## src/rtl/garage_door_pkg.sv

```systemverilog
// Shared types for the garage door plant model.
//   door_state_e : FSM state encoding (3 bits).
//   door_dir_e   : direction remembered across a reversal dead time.
//   cnt_width()  : counter width needed to hold values 0..max_count-1 (minimum 1 bit).
package garage_door_pkg;

  typedef enum logic [2:0] {
    StIdle  = 3'd0,
    StRunUp = 3'd1,
    StRunDn = 3'd2,
    StDead  = 3'd3,
    StFault = 3'd4
  } door_state_e;

  typedef enum logic {
    DirUp = 1'b0,
    DirDn = 1'b1
  } door_dir_e;

  function automatic int unsigned cnt_width(input int unsigned max_count);
    return (max_count > 1) ? $clog2(max_count) : 1;
  endfunction

endpackage

```

## src/rtl/door_step_prescaler.sv

```systemverilog
// Free-running modulo counter shared by motion stepping and the reversal dead time.
//   clk_i   : clock, rising edge
//   rst_ni  : asynchronous active-low reset
//   en_i    : count this cycle
//   clr_i   : force the count to 0 (wins over en_i)
//   term_i  : terminal count loaded by the caller (period - 1)
//   pulse_o : 1 for the enabled cycle whose count equals term_i; the count then wraps to 0
module door_step_prescaler #(
  parameter int unsigned CNT_W = 2
) (
  input  logic             clk_i,
  input  logic             rst_ni,
  input  logic             en_i,
  input  logic             clr_i,
  input  logic [CNT_W-1:0] term_i,
  output logic             pulse_o
);

  logic [CNT_W-1:0] cnt_q;

  assign pulse_o = en_i && (cnt_q == term_i);

  always_ff @(posedge clk_i or negedge rst_ni) begin
    if (!rst_ni) begin
      cnt_q <= '0;
    end else if (clr_i) begin
      cnt_q <= '0;
    end else if (en_i) begin
      cnt_q <= pulse_o ? '0 : cnt_q + CNT_W'(1);
    end
  end

endmodule

```

## src/rtl/garage_door_plant.sv

```systemverilog
// Behavioural, synthesizable plant for the garage door: integrates motor commands into a
// door position and generates the limit switches that close the loop to the controller.
//   CLK, RST_n   : clock (rising edge), asynchronous active-low reset
//   Up_M, Dn_M   : motor commands from the controller
//   Up_max       : 1 when Position == TRAVEL_STEPS
//   Dn_max       : 1 when Position == 0
//   Position     : door position, 0 = closed
//   Moving       : 1 in the run states
//   Fault        : sticky, set when both commands are seen together; cleared only by reset
module garage_door_plant
  import garage_door_pkg::*;
#(
  parameter int unsigned TRAVEL_STEPS = 16,
  parameter int unsigned STEP_DIV     = 4,
  parameter int unsigned DEAD_CYCLES  = 2,
  parameter int unsigned POS_W        = 8
) (
  input  logic             CLK,
  input  logic             RST_n,
  input  logic             Up_M,
  input  logic             Dn_M,
  output logic             Up_max,
  output logic             Dn_max,
  output logic [POS_W-1:0] Position,
  output logic             Moving,
  output logic             Fault
);

  localparam int unsigned CntMax = (STEP_DIV > DEAD_CYCLES) ? STEP_DIV : DEAD_CYCLES;
  localparam int unsigned CntW   = cnt_width(CntMax);

  localparam logic [CntW-1:0]  StepTerm = CntW'(STEP_DIV - 1);
  localparam logic [CntW-1:0]  DeadTerm = CntW'(DEAD_CYCLES - 1);
  localparam logic [POS_W-1:0] TopPos   = POS_W'(TRAVEL_STEPS);
  localparam logic [POS_W-1:0] TopPosM1 = POS_W'(TRAVEL_STEPS - 1);
  localparam logic [POS_W-1:0] OnePos   = POS_W'(1);

  door_state_e      state_q, state_d;
  door_dir_e        pend_q, pend_d;
  logic [POS_W-1:0] pos_q, pos_d;

  logic            step_en, step_clr, step_pulse;
  logic [CntW-1:0] step_term;
  logic            up_only, dn_only, both_cmd, at_top, at_bot;

  assign up_only  = Up_M && !Dn_M;
  assign dn_only  = Dn_M && !Up_M;
  assign both_cmd = Up_M && Dn_M;
  assign at_top   = (pos_q == TopPos);
  assign at_bot   = (pos_q == '0);

  // One counter serves both the step period and the dead time.
  assign step_en   = (state_q == StRunUp) || (state_q == StRunDn) || (state_q == StDead);
  assign step_term = (state_q == StDead) ? DeadTerm : StepTerm;

  door_step_prescaler #(
    .CNT_W (CntW)
  ) u_prescaler (
    .clk_i   (CLK),
    .rst_ni  (RST_n),
    .en_i    (step_en),
    .clr_i   (step_clr),
    .term_i  (step_term),
    .pulse_o (step_pulse)
  );

  always_comb begin
    state_d  = state_q;
    pend_d   = pend_q;
    pos_d    = pos_q;
    step_clr = 1'b0;

    if (state_q != StFault && both_cmd) begin
      state_d  = StFault;
      step_clr = 1'b1;
    end else begin
      case (state_q)
        StIdle: begin
          step_clr = 1'b1;
          // Commands that would drive past a limit are silently ignored.
          if (up_only && !at_top) begin
            state_d = StRunUp;
          end else if (dn_only && !at_bot) begin
            state_d = StRunDn;
          end
        end
        StRunUp: begin
          // A completed step always lands; the limit then outranks any command change.
          if (step_pulse) begin
            pos_d = pos_q + OnePos;
          end
          if (step_pulse && pos_q == TopPosM1) begin
            state_d  = StIdle;
            step_clr = 1'b1;
          end else if (dn_only) begin
            state_d  = StDead;
            pend_d   = DirDn;
            step_clr = 1'b1;
          end else if (!Up_M) begin
            state_d  = StIdle;
            step_clr = 1'b1;
          end
        end
        StRunDn: begin
          if (step_pulse) begin
            pos_d = pos_q - OnePos;
          end
          if (step_pulse && pos_q == OnePos) begin
            state_d  = StIdle;
            step_clr = 1'b1;
          end else if (up_only) begin
            state_d  = StDead;
            pend_d   = DirUp;
            step_clr = 1'b1;
          end else if (!Dn_M) begin
            state_d  = StIdle;
            step_clr = 1'b1;
          end
        end
        StDead: begin
          if (step_pulse) begin
            step_clr = 1'b1;
            // Re-check the limit so a reversal issued at a limit cannot over/underflow.
            if (pend_q == DirUp && up_only && !at_top) begin
              state_d = StRunUp;
            end else if (pend_q == DirDn && dn_only && !at_bot) begin
              state_d = StRunDn;
            end else begin
              state_d = StIdle;
            end
          end
        end
        StFault: begin
          step_clr = 1'b1;
        end
        default: begin
          state_d  = StFault;
          step_clr = 1'b1;
        end
      endcase
    end
  end

  always_ff @(posedge CLK or negedge RST_n) begin
    if (!RST_n) begin
      state_q <= StIdle;
      pend_q  <= DirUp;
      pos_q   <= '0;
    end else begin
      state_q <= state_d;
      pend_q  <= pend_d;
      pos_q   <= pos_d;
    end
  end

  assign Position = pos_q;
  assign Up_max   = at_top;
  assign Dn_max   = at_bot;
  assign Moving   = (state_q == StRunUp) || (state_q == StRunDn);
  assign Fault    = (state_q == StFault);

endmodule

```

## config.mk

```make
export PLATFORM = sky130hd
export DESIGN_NAME = garage_door_plant
export DESIGN_NICKNAME = d
export VERILOG_FILES = /design/src/rtl/garage_door_pkg.sv /design/src/rtl/door_step_prescaler.sv /design/src/rtl/garage_door_plant.sv
export SDC_FILE = /design/constraint.sdc
export NUM_CORES = 1
export LEC_CHECK = 0
export CAP_MARGIN = 15
export CORE_MARGIN = 1.5
export CORE_UTILIZATION = 57
export DETAILED_ROUTE_END_ITERATION = 16
export PLACE_DENSITY = 0.87
export SLEW_MARGIN = 25
export SYNTH_ARGS = -nofsm -noshare
export SYNTH_HDL_FRONTEND = slang
export SYNTH_SLANG_ARGS = --single-unit
export TNS_END_PERCENT = 1
```

## constraint.sdc

```tcl
create_clock -name CLK -period 4.3 [get_ports CLK]
set_input_delay 0.43 -clock CLK [delete_from_list [all_inputs] [get_ports CLK]]
set_output_delay 0.43 -clock CLK [all_outputs]
set_load 0.02 [all_outputs]
```

==> metrics.md, run 1 <==
| Metric | Value |
|---|---|
| Arrival time worst endpoint | 2340 ps |
| Final-layout worst hold slack | 527 ps |
| Leakage power of the design | 0.472 nW |
| CTS H-Tree Depth | 1 |
| Pin count of the biggest net entering global routing | 15 |
| Max Cap Viol | 0 |
| Vias per Instance | 6.03 |
| Total nets after synthesis | 128 |
| Maximum frequency from static timing analysis | 0.361 GHz |
| Post-synthesis register bit count | 14 |
| Multi-input logic area | 646 sq um |
| Leading post-synthesis cells by cell area | dfrtp_1, ha_1, a21oi_1, buf_6, nor2_1 |
| Antenna violations before repair | 0 |
| Category of the worst setup path launch point | flip-flop |
| Synth-to-layout area growth | 14.2% |
| Share of layout cells above drive strength 1 | 14.5% |
| Inserted Clock Buffers | 3 |
| Final non-filler cell total | 156 |
| Most used standard cells in the synthesized netlist | dfrtp_1, nor2_1, a21oi_1 |
| Total Routed Length | 2.37 mm |
| Area of the die | 0.00216 sq mm |
| 1st-pass router iterations | 4 |
| Root buffer cell | clkbuf_4 |
| Post-DP HPWL | 1.75 mm |
| GRT Resource Usage Total | 24.5% |
| Standard-cell row count | 15 |
| Run status | completed |
| First-pass GRT wire length | 3.75 mm |
| Maximum number of buffers from clock root to sink | 2 |
| Critical Setup Path Class | reg -> out |
| Placed Cells | 152 |
| Netlist area before placement | 0.00108 sq mm |
| Number of sinks handled by clock tree synthesis | 14 |
| Initial core utilization | 61.6% |
| Initial DRC Count | 48 |
| Final-stage net count | 140 |
| Die Height | 46.5 um |
| Critical path peak fanout | 7 |
| Clock period minus final worst setup slack | 2770 ps |
| Cts hold-fix bufs | 0 |
| Placed cell area | 0.00119 sq mm |
| Final design utilization | 70.4% |
| Post-synth EDFFs | 0 |
| Required time reported for the critical path endpoint | 3870 ps |
| Min-Delay Path Class | reg -> reg |
| IO Count | 16 |
| Reg area | 350 sq um |
| Final setup TNS | 0 ps |
| IO Port Bufs | 15 |
| Ys Warns | 0 |
| RSZ-0062 raised after global routing | no |
| Total number of vias | 940 |
| Worst VDD drop | 0.201 mV |
| Post-CTS Repair Setup Buffers | 0 |
| Weighted congestion at the end of routability-driven global placement | 0.957 |
| Count leader, synth | dfrtp_1 |
| Remaining routing DRC violations | 0 |
| Worst slew margin relative to its limit | 56.0% |
| Crit share post-route | 64.4% |
| Critical Path Sink Type | output pin |
| Post-CTS clock slew at the launch and capture registers of the worst setup and hold paths | 100 ps |
| Synth Instances | 120 |
| Number of global-route vias before repair | 824 |
| Finished Cell Area | 0.00123 sq mm |
| Worst Clk Skew | 8.42 ps |
| Worst Max-Slew Pin Slew | 658 ps |
| Fill cells | 137 |
| Final hold vios | 0 |
| Number of setup violations in the final report | 0 |
| Wire per inst | 15.2 um |
| Gates resized, CTS repair | 0 |
| Share of async-settable or async-resettable flops after synthesis | 100% |
| Clock Latency Late Sink | 290 ps |
| Final Max Tran Viols | 0 |
| Routed Antenna Nets | 0 |
| Count of inserted antenna diode cells | 0 |
| Area share of the largest cell type after synthesis | 32.6% |
| Biggest area consumer among synthesized cells | dfrtp_1 |
| Area of the core region | 0.00175 sq mm |
| Most used DFF post-synth | dfrtp_1 |
| Remaining global-route overflow | 0 |
| Areal power density over the cells | 221 mW/mm^2 |
| Mean instance size in the synthesized netlist | 8.97 sq um |
| Die Span X | 46.5 um |
| Distinct cell type count of the synthesized netlist | 45 |
| Sequential cell area fraction in the yosys report | 32.6% |
| CTS tree | yes |
[report_power, final]
part	internal (mW)	switching, mW
Sequential	0.134	0.00568
Combinational	0.0152	0.0178
Clock	0.0516	0.0471
[sequential cells by signal (all words and copies together) (netlist names)]
register,flops
Position,8
pend_q,1
state_q,3
u_prescaler.cnt_q,2
[final cells by class]
| type | instances | share of cell area [%] |
|---|---|---|
| multi-input combinational | 94 | 52.5 |
| inverter | 4 | 1.22 |
| timing repair buffer | 15 | 12.2 |
| tap | 25 | 2.55 |
| clock buffer | 4 | 2.95 |
| sequential | 14 | 28.5 |
[kinds of logic (layout without fill, tap and decap cells)]
logic type | after synthesis | in the layout | share of synthesized area, %
flip-flops | 14 | 14 | 32.6
buffers and inverters | 12 | 23 | 7.44
multiplexers | 1 | 1 | 1.05
AO/OA/AOI/OAI | 30 | 30 | 19.0
adder cells (fa/ha/maj) | 4 | 4 | 4.65
XOR/XNOR | 10 | 10 | 8.14
AND/OR/NAND/NOR | 49 | 49 | 27.2
[per-stage QoR]
step	power [mW]	worst slack [ps]
floorplan	0.161	1790
global placement	0.174	1800
detailed placement	0.175	1750
CTS	0.273	1540
global route	0.283	1430
finish	0.272	1530
[critical path, stage by stage, from the launching register on]
cell             delay, ps
dfrtp_1                470
inv_1                  140
ha_1                   160
or3b_2                 490
nor2_1                 170
clkdlybuf4s50_1        630
[cell usage in the layout (no fill, tap or decap), types with 3 or more instances in the layout]
| cell | instances |
|---|---|
| a21oi_1 | 9 |
| clkbuf_4 | 3 |
| clkdlybuf4s50_1 | 15 |
| dfrtp_1 | 14 |
| ha_1 | 4 |
| inv_1 | 4 |
| nand2_1 | 8 |
| nand3_1 | 5 |
| nor2_1 | 12 |
| nor4_1 | 3 |
| o21ai_0 | 5 |
| o21bai_1 | 3 |
| xnor2_1 | 5 |
| xor2_1 | 5 |
[final timing paths]
kind | cells past startpoint | endpoint | slack, ps | start
setup reg to reg | 7 | state_q[0] | 1730 | Position[1]
setup / recovery | 5 | Dn_max | 1530 | Position[0]
hold reg to reg | 1 | Position[7] | 530 | Position[7]
min in group asynchronous | 1 | state_q[1] | 540 | RST_n
max in group asynchronous | 1 | Position[2] | 3340 | RST_n
hold / removal | 1 | Position[7] | 530 | Position[7]
[routing by layer]
| layer | track usage (%) | vias up | part of all wire, % |
|---|---|---|---|
| met4 | 10.3 | 0 | 1.6 |
| li1 | - | 457 | - |
| met1 | 32.9 | 435 | 44 |
| met5 | 0 | - | 0 |
| met2 | 40.0 | 42 | 49 |
| met3 | 2.35 | 6 | 6.2 |
Power figures use the tool's default switching activity.
==> inputs of run 2 (changes only) <==
--- a/config.mk
+++ b/config.mk
@@ -7,9 +7,9 @@
 export LEC_CHECK = 0
 export CAP_MARGIN = 15
 export CORE_MARGIN = 1.5
-export CORE_UTILIZATION = 57
+export CORE_UTILIZATION = 48
 export DETAILED_ROUTE_END_ITERATION = 16
-export PLACE_DENSITY = 0.87
+export PLACE_DENSITY = 0.79
 export SLEW_MARGIN = 25
 export SYNTH_ARGS = -nofsm -noshare
 export SYNTH_HDL_FRONTEND = slang
==> constraint.sdc (replaced) <==
create_clock -name CLK -period 2.4 [get_ports CLK]
set_input_delay 0.24 -clock CLK [delete_from_list [all_inputs] [get_ports CLK]]
set_output_delay 0.24 -clock CLK [all_outputs]
set_load 0.02 [all_outputs]
==> run 2 against run 1 <==
Against the previous run: the flow now finishes with violations (negative setup slack); via count is 4.5% higher; first-iteration DRC count is 2.1% lower; core utilization decreased by 5.1 points; critical path type is now reg -> reg.
==> metrics.md, run 2 (synthesized netlist as in run 1, its figures left out) <==
| Metric | Value |
|---|---|
| Clock Power Share | 30.8% (-5.5 points) |
| Area of the core region | 0.00204 sq mm (+17%) |
| Weighted congestion at the end of routability-driven global placement | 1.05 (+9.9%) |
| Share of layout cells above drive strength 1 | 26.9% (+12 points) |
| Synth-to-layout area growth | 24.0% |
| Antenna violations before repair | 0 (unchanged) |
| Max Cap Viol | 0 (unchanged) |
| Top Family by Delay on Critical Path | simple AND/OR/NAND/NOR gates |
| Number of sinks handled by clock tree synthesis | 14 (unchanged) |
| Category of the worst setup path launch point | flip-flop |
| GRT Resource Usage Total | 22.1% (-2.4 points) |
| Cts hold-fix bufs | 0 (unchanged) |
| Final design utilization | 65.3% (-5.1 points) |
| Commonest non-fill, non-tap cell in the layout | buf_4 |
| Finished Cell Area | 0.00133 sq mm (+8.6%) |
| Violated checks | negative setup slack |
| Reported net switching power | 0.122 mW (+73%) |
| Arrival time worst endpoint | 2580 ps (+240 ps) |
| Initial DRC Count | 47 (-2.1%) |
| Final hold vios | 0 (unchanged) |
| Clock period minus final worst setup slack | 2410 ps |
| Final Max Tran Viols | 0 (unchanged) |
| Worst Max-Slew Pin Slew | 659 ps (+1.05 ps) |
| RSZ-0062 raised after global routing | yes |
| Clock Latency Late Sink | 290 ps (about the same) |
| Run status | finished, violations left |
| Slowest CP cell | or4_4 |
| Remaining routing DRC violations | 0 (unchanged) |
| Final-layout worst hold slack | 349 ps (-178 ps) |
| Count of inserted antenna diode cells | 0 (unchanged) |
| Post-DP HPWL | 1.88 mm (+7.8%) |
| Placed cell area | 0.00131 sq mm (+9.8%) |
| Die Height | 50.3 um (+8.4%) |
| Required time reported for the critical path endpoint | 2570 ps (-1300 ps) |
| Sequential Power Share | 52.7% (+1.2 points) |
| Min-Delay Path Class | in -> async |
| Commonest non-fill, non-tap cells in the layout | buf_4, clkdlybuf4s50_1, nor2_1, dfrtp_1, a21oi_1 |
| Critical Setup Path Class | reg -> reg |
| Total Routed Length | 2.49 mm (+5.2%) |
| Areal power density over the cells | 348 mW/mm^2 (+57%) |
| IO Count | 16 (unchanged) |
| Critical Path Sink Type | flip-flop |
| Pin count of the biggest net entering global routing | 15 (unchanged) |
| Crit share post-route | 101% |
| P_int | 0.342 mW (+70%) |
| Inserted Clock Buffers | 3 (unchanged) |
| First-pass GRT wire length | 4.33 mm (+16%) |
| 1st-pass router iterations | 4 (unchanged) |
| Standard-cell row count | 16 (+1) |
| Setup ws final | -12.8 ps (-1540 ps) |
| Placed Cells | 168 (+11%) |
| CTS H-Tree Depth | 1 (unchanged) |
| Routed Antenna Nets | 0 (unchanged) |
| Critical path peak fanout | 4 (-3) |
| Critical-path cell list | inv_2, ha_1, or4bb_4, or4_4, a32o_2, o21bai_1, mux2_2 |
| Remaining global-route overflow | 0 (unchanged) |
| Fraction of power spent switching nets | 26.4% (+0.38 points) |
| Post-CTS Repair Setup Buffers | 0 (unchanged) |
| Total number of vias | 982 (+4.5%) |
| Vias per Instance | 5.71 (-5.2%) |
| Sum of buffers and inverters on the critical path | 1 (-1) |
| Multi-input logic area | 649 sq um (+0.58%) |
| Initial core utilization | 52.7% (-9.0 points) |
| Final non-filler cell total | 172 (+10%) |
| Combinational share of power | 16.5% (+4.3 points) |
| Post-CTS clock slew at the launch and capture registers of the worst setup and hold paths | 90 ps (about the same) |
| Wire per inst | 14.5 um (-4.6%) |
| Worst Clk Skew | 8.31 ps (-0.103 ps) |
| Die Span X | 50.3 um (+8.4%) |
| Reg area | 357 sq um (+1.8%) |
| CTS tree | yes |
| Leakage power of the design | 0.544 nW (+15%) |
| Fill cells | 180 (+31%) |
| Worst VDD drop | 0.259 mV (+29%) |
| Number of setup violations in the final report | 1 (+1) |
| Root buffer cell | clkbuf_4 |
| Worst slew margin relative to its limit | 55.9% (-0.070 points) |
| Max reg flops | 8 (unchanged) |
| Final-stage net count | 154 (+10%) |
| Maximum frequency from static timing analysis | 0.414 GHz |
| IO Port Bufs | 15 (unchanged) |
| Number of global-route vias before repair | 983 (+19%) |
| Max incr delay on CP | 570 ps (-60 ps) |
| Area of the die | 0.00253 sq mm (+17%) |
| Maximum number of buffers from clock root to sink | 2 (unchanged) |
[run 2: cell count changes in the layout (fill, tap and decap cells not counted), sizes merged]
cell           before  now
clkdlybuf4s50      15   13
dlygate4sd2         0    2
buf                 0   14
[run 2: power by group through the flow]
stage                     Clock (mW)  Combinational (mW)  Sequential, mW
after detailed placement           0              0.0758           0.249
after global routing           0.159              0.0827           0.245
after global placement             0              0.0738           0.249
after CTS                      0.149              0.0763           0.245
after floorplan                    0              0.0310           0.260
final                          0.143              0.0765           0.245
[run 2: cell type report]
| type | count | area share [%] |
|---|---|---|
| tap | 27 | 2.53 |
| timing repair buffer | 29 | 18.9 |
| sequential | 14 | 26.7 |
| multi-input combinational | 94 | 48.7 |
| inverter | 4 | 1.13 |
| clock buffer | 4 | 1.97 |
[run 2: metal layers]
| metal | share of wire, % | track usage (%) | routed length, um | vias up |
|---|---|---|---|---|
| met3 | 3.8 | 2.08 | 96 | 9 |
| met4 | 2.8 | 11.7 | 70 | 0 |
| li1 | - | - | - | 483 |
| met5 | 0 | 0 | 0 | - |
| met2 | 47 | 36.0 | 1160 | 28 |
| met1 | 47 | 29.0 | 1170 | 462 |
[run 2: path summary, 6_finish.rpt]
kind / cells after the start / slack (ps) / endpoint / start
hold / removal: 1 / 350 / Position[1] / RST_n
hold reg to reg: 1 / 510 / Position[7] / Position[7]
max in group asynchronous: 1 / 1580 / Position[4] / RST_n
min in group CLK: 1 / 510 / Position[7] / Position[7]
setup reg to reg: 7 / -10 / state_q[0] / Position[1]
setup / recovery: 7 / -10 / state_q[0] / Position[1]
[run 2: what timing repair did]
item | in CTS | in global routing
endpoints found under the setup margin | 2 | 2
gates resized for setup | 2 | 1
pin swaps | 0 | 2
[run 2: per-stage QoR]
stage               setup slack (ps)  setup TNS, ps  total power, mW
finish                         -12.8          -12.8            0.464
global route                    -102           -157            0.486
global placement                62.0              0            0.323
floorplan                      -30.5          -30.5            0.291
CTS                             2.52              0            0.470
detailed placement              26.6              0            0.325
